## src/rtl/ovc_txs_pkg.sv

```systemverilog
// Shared definitions for the PCIe TXS burst writer.
// Holds the default TXS bus geometry and the burst FSM state encoding.
package ovc_txs_pkg;

  localparam int TXS_ADDR_W     = 22;
  localparam int TXS_DATA_W     = 128;
  localparam int TXS_BC_W       = 6;
  localparam int BYTES_PER_BEAT = TXS_DATA_W / 8;

  typedef enum logic [1:0] {
    IDLE  = 2'd0,
    BURST = 2'd1,
    NEXT  = 2'd2
  } state_t;

endpackage

```

## src/rtl/pcie_txs_burst_writer.sv

```systemverilog
// pcie_txs_burst_writer
// Avalon-MM burst write master feeding the PCIe TXS slave. Moves a stream of
// DATA_W-bit beats into a host-memory ring as fixed BURST_LEN-beat bursts at
// consecutive addresses, wrapping to the ring base after cfg_num_bursts bursts
// and pulsing irq once per completed ring pass.
//
// Ports:
//   clk125, rst          clock, synchronous active-high reset
//   enable               start/continue issuing bursts (checked between bursts)
//   cfg_base             ring base byte address (low burst-size bits ignored)
//   cfg_num_bursts       bursts per ring pass (0 behaves as 1)
//   in_data/in_valid/in_ready   input stream
//   txs_address, txs_burstcount, txs_write, txs_writedata, txs_waitrequest
//                        Avalon-MM burst master to the TXS slave
//   irq                  one-cycle pulse per completed ring pass
//   pass_count           completed ring passes, wraps modulo 2^CNT_W
//   busy                 high while a burst is in progress
//   state_dbg            current FSM state (IDLE/BURST/NEXT encoding)
//
// Handshake: a stream beat moves when in_valid & in_ready at a rising edge;
// the same edge is an Avalon accept (txs_write & ~txs_waitrequest), because in
// BURST txs_write follows in_valid and in_ready is ~txs_waitrequest. Outside
// BURST both txs_write and in_ready are 0.
module pcie_txs_burst_writer
  import ovc_txs_pkg::*;
#(
  parameter int ADDR_W    = TXS_ADDR_W,
  parameter int DATA_W    = TXS_DATA_W,
  parameter int BURST_LEN = 8,
  parameter int BC_W      = TXS_BC_W,
  parameter int CNT_W     = 16
) (
  input  logic              clk125,
  input  logic              rst,
  input  logic              enable,
  input  logic [ADDR_W-1:0] cfg_base,
  input  logic [CNT_W-1:0]  cfg_num_bursts,
  input  logic [DATA_W-1:0] in_data,
  input  logic              in_valid,
  output logic              in_ready,
  output logic [ADDR_W-1:0] txs_address,
  output logic [BC_W-1:0]   txs_burstcount,
  output logic              txs_write,
  output logic [DATA_W-1:0] txs_writedata,
  input  logic              txs_waitrequest,
  output logic              irq,
  output logic [CNT_W-1:0]  pass_count,
  output logic              busy,
  output logic [1:0]        state_dbg
);

  localparam int BURST_BYTES = BURST_LEN * DATA_W / 8;
  // floor(log2(BURST_BYTES)): number of low base-address bits forced to 0
  localparam int ALIGN_W     = $clog2(BURST_BYTES + 1) - 1;
  localparam int BEAT_W      = (BURST_LEN > 1) ? $clog2(BURST_LEN) : 1;

  localparam logic [ADDR_W-1:0] LOW_MASK = ADDR_W'((64'd1 << ALIGN_W) - 64'd1);
  localparam logic [ADDR_W-1:0] ADDR_INC = ADDR_W'(BURST_BYTES);
  localparam logic [BEAT_W-1:0] LAST_BEAT = BEAT_W'(BURST_LEN - 1);

  state_t              state, state_next;
  logic [BEAT_W-1:0]   beat_cnt;
  logic [CNT_W-1:0]    burst_idx;
  logic [ADDR_W-1:0]   addr;
  // Set when the next exit from IDLE must (re)load the ring base:
  // after reset, or after a wrap that dropped into IDLE.
  logic                reload;

  logic [ADDR_W-1:0]   base_aligned;
  logic [CNT_W-1:0]    last_idx;
  logic                wrap;
  logic                accept;
  logic                last_beat;
  logic                go;

  assign base_aligned = cfg_base & ~LOW_MASK;
  assign last_idx     = (cfg_num_bursts == '0) ? '0 : cfg_num_bursts - 1'b1;
  // >= so that shrinking cfg_num_bursts mid-pass wraps at the next NEXT
  assign wrap         = (burst_idx >= last_idx);
  assign accept       = (state == BURST) && in_valid && !txs_waitrequest;
  assign last_beat    = (beat_cnt == LAST_BEAT);
  assign go           = enable && in_valid;

  always_comb begin
    state_next = state;
    txs_write  = 1'b0;
    in_ready   = 1'b0;
    irq        = 1'b0;
    case (state)
      IDLE: begin
        if (go) state_next = BURST;
      end
      BURST: begin
        txs_write = in_valid;
        in_ready  = !txs_waitrequest;
        if (accept && last_beat) state_next = NEXT;
      end
      NEXT: begin
        irq        = wrap;
        state_next = go ? BURST : IDLE;
      end
      default: state_next = IDLE;
    endcase
  end

  always_ff @(posedge clk125) begin
    if (rst) begin
      state      <= IDLE;
      beat_cnt   <= '0;
      burst_idx  <= '0;
      addr       <= '0;
      pass_count <= '0;
      reload     <= 1'b1;
    end else begin
      state <= state_next;
      case (state)
        IDLE: begin
          if (go && reload) begin
            addr   <= base_aligned;
            reload <= 1'b0;
          end
        end
        BURST: begin
          if (accept) beat_cnt <= last_beat ? '0 : beat_cnt + 1'b1;
        end
        NEXT: begin
          if (wrap) begin
            burst_idx  <= '0;
            addr       <= base_aligned;
            pass_count <= pass_count + 1'b1;
            reload     <= !go;
          end else begin
            burst_idx <= burst_idx + 1'b1;
            addr      <= addr + ADDR_INC;
          end
        end
        default: ;
      endcase
    end
  end

  assign txs_address    = addr;
  assign txs_burstcount = BC_W'(BURST_LEN);
  assign txs_writedata  = in_data;
  assign busy           = (state == BURST);
  assign state_dbg      = state;

endmodule

```

## config.mk

```make
export PLATFORM = sky130hd
export DESIGN_NAME = pcie_txs_burst_writer
export DESIGN_NICKNAME = d
export VERILOG_FILES = /design/src/rtl/ovc_txs_pkg.sv /design/src/rtl/pcie_txs_burst_writer.sv
export SDC_FILE = /design/constraint.sdc
export NUM_CORES = 1
export LEC_CHECK = 0
export ABC_CLOCK_PERIOD_IN_PS = 7750
export CAP_MARGIN = 10
export CORE_AREA = 3 3 133 135
export DETAILED_ROUTE_END_ITERATION = 10
export DIE_AREA = 0 0 136 138
export PLACE_DENSITY = 0.66
export SYNTH_ARGS = -nofsm -noshare
export SYNTH_HDL_FRONTEND = slang
export SYNTH_SLANG_ARGS = --single-unit
```

## constraint.sdc

```tcl
create_clock -name clk125 -period 7.75 [get_ports clk125]
set_input_delay 2.325 -clock clk125 [delete_from_list [all_inputs] [get_ports clk125]]
set_output_delay 2.325 -clock clk125 [all_outputs]
set_load 0.005 [all_outputs]
```

==> flow_metrics.tcl <==
set metrics [dict create \
    synth_fa_ha_area_frac 0.0650 \
    report.final.hold_viol_count 0 \
    synth_edf_count 0 \
    ys_top_cells_by_count "141 x buf_4, 53 x dfxtp_1, 52 x nand2_1" \
    core-area_um2 16600 \
    cellLeakagePower_nw 1.77 \
    place_area_um2 4540 \
    wirelength_mm 10.4 \
    syn_inst 570 \
    finalNetCount 722 \
    die_w_um 136 \
    r2r_setup_slack_ps 4620 \
    post-place-ws_ps -194 \
    ios 349 \
    cp_top_family "simple AND/OR/NAND/NOR gates" \
    cp_data_arrival_time_ps 5230 \
    cp_num_cells 12 \
    hp-class "flip-flop to flip-flop" \
    cts_tree "built" \
    path_class "primary input to primary output" \
    place_congestion 0.801 \
    vdd_drop_max_mv 0.0841 \
    syn_area_per_cell_um2 7.77 \
    fin_crit_sh 0.975 \
    hold_slack_ps 459 \
    m1WireLength_mm 4.77 \
    dieArea_um2 18800 \
    wl_met2_mm 4.44 \
    worst-path-buf-inv 3 \
    cts_buffers 5 \
    clock_path_buffers 2 \
    power_per_cell_area_nw_per_um2 125 \
    relSlewSlack 0.603 \
    worst_slew_pin_slew_ps 594 \
    synth_area_leaders "dfxtp_1 24%, buf_4 24%, ha_1 6.5%, nand2_1 4.4%, nor2_1 4.0%" \
    grt_max_degree 44 \
    fmax_mhz 132 \
    ys_warn_count 0 \
    yosysMostFrequentCell "buf_4" \
    ys.flop_type "dfxtp_1" \
    fillCellCount 1826 \
    ys_types 46 \
    vias 3478 \
    r2r-end "txs_address[16]" \
    stdcell_area_um2 4730 \
    chipHeight_um 138 \
    dp_hpwl_mm 7.57 \
    crit_path_end "irq" \
    setup_viol 0 \
    synth-xor-area-share 0.0712 \
    routed_via_density 4.64 \
    synth_compound_area_frac 0.117 \
    slowest_stage "or4_4" \
    grt_pass1_wl_mm 17.2 \
    cp_cell_sequence "clkdlybuf4s50_1, or4_4, or3_1, xnor2_2, nand2_1, ha_1, nand4_1, nor3_2, buf_4, a311oi_4, a21oi_2, clkbuf_2" \
    cp-end-kind "primary output" \
    yosys.area_share.simple 0.234 \
    status "completed" \
    place_inst 741 \
    overflow 0 \
    worst_path_largest_cell_delay_ps 550 \
    startpoint_type "primary input" \
    synthMuxAreaShare 0.00480 \
    root_buffer "clkbuf_16" \
    path_max_fanout 3 \
    worstSetupStartpoint "cfg_num_bursts[7]" \
    grt_use_total 0.110 \
    fin_cells 749 \
    port_buffers 72 \
    synth_top_family_by_area "buffers and inverters" \
    synth-seq-area-share 0.240 \
    required_ps 5430 \
    drt_iter0_markers 172 \
    first_global_vias 3378 \
    cts_sinks 53 \
    start_util 0.267 \
    clkLatencyLatePin_ps 300 \
    drc_errors 0 \
    wire_per_inst_um 13.8 \
    cts.clk_slew.worst_paths_ps 70 \
    area_delta_synth_final_pct 6.84 \
    cap_violations 0 \
    synth_top_area_share 0.240 \
    reg2reg_depth 9 \
    async_flop_share 0 \
    p_total_mw 0.589 \
    drive_gt1_frac 0.102 \
    setup_ws_ps 196 \
    ant_nets 0 \
    r2r-start "burst_idx[0]" \
    rsz0062_at_grt "false" \
    drv_slew 0 \
    layout_min_cycle_time_ps 7550 \
    postLayoutCoreUtil 0.285 \
    tns_ps 0 \
    highest_layer "met4" \
    synth_seq_cells 53 \
    postCtsSetupBuffers 0 \
    row_count 47 \
    holdPathStages 2 \
    n_antenna_cell 0 \
    finClkSkew_ps 8.05 \
    synthesis.area_um2 4430 \
    wl_met3_um 937 \
    first_pass_iters 4 \
    antenna_found_initial 0 \
    cts_htree_levels 2 \
    synth_largest_area_cell "dfxtp_1" \
]
==> layer usage <==
| metal | up-vias | track usage |
|---|---|---|
| met5 | - | 0 |
| met2 | 132 | 0.161 |
| met4 | 0 | 0.0377 |
| met3 | 33 | 0.0505 |
| li1 | 1722 | - |
| met1 | 1591 | 0.143 |
==> worst min-delay path, stage by stage, from the launching register on <==
cell     delay [ps]
dfxtp_1         310
nand2_1          50
a21oi_1          50
==> placed cells by master (no fill, tap or decap), drive strengths merged, types with 3 or more instances in the layout <==
master,netlist,final
xnor2,16,16
xor2,20,20
and4,4,4
clkdlybuf4s50,0,70
a211oi,4,4
a21oi,17,17
clkbuf,17,8
dfxtp,53,53
nand2b,7,7
nor2b,8,8
nand4,11,11
or4,5,5
a2111oi,11,11
ha,23,23
o21ai,12,12
or3,8,8
a31oi,12,12
buf,144,29
nand2,52,52
a2bb2oi,7,7
conb,2,13
or2,3,3
nand3,33,33
nor4,5,5
nor2,47,47
inv,11,11
and3,7,7
and2,5,5
nor3,9,9
==> flip-flops by register name, summed over array words and instances (netlist names) <==
register	flops
burst_idx	16
pass_count	16
txs_address	15
beat_cnt	3
state_dbg	2
reload	1
==> layout make-up <==
| type | count | area (um2) | area share |
|---|---|---|---|
| flip-flops and latches | 53 | 1060 | 0.224 |
| multi-input cells | 356 | 2280 | 0.481 |
| clock inverters | 1 | 7.51 | 0.00159 |
| clock buffers | 7 | 133 | 0.0280 |
| well taps | 220 | 275 | 0.0582 |
| inverters | 11 | 41.3 | 0.00873 |
| repair buffers | 101 | 936 | 0.198 |
==> worst min-delay path by stage <==
stage,from,slack (ps),to
3_5_place_dp,reload,450,reload
2_1_floorplan,reload,440,reload
3_3_place_gp,reload,450,reload
4_1_cts,reload,460,reload
6_report,beat_cnt[2],460,beat_cnt[2]
5_1_grt,beat_cnt[2],480,beat_cnt[2]
==> power by group <==
| part | leakage [nW] | internal (mW) | switching [mW] |
|---|---|---|---|
| logic | 1.28 | 0.0457 | 0.0368 |
| clock network | 0.0641 | 0.120 | 0.102 |
| registers | 0.429 | 0.277 | 0.00698 |
==> timing repair <==
| item | CTS | global route |
|---|---|---|
| hold buffers | 0 | 0 |
| endpoints found under the setup margin | 1 | 1 |
| resized for setup | 1 | 12 |
| pin swaps | 1 | 1 |
==> logic make-up (layout without fill, tap and decap cells) <==
logic type,Yosys count,in the layout
DFF,53,53
muxes,2,2
other,2,13
and+or+nand+nor,209,209
AOI/OAI and AO/OA,73,73
xor gates and xnor gates,36,36
adders and majority gates,23,23
buffers and inverters,172,120
Note: power is estimated with default switching activity, not from simulation.
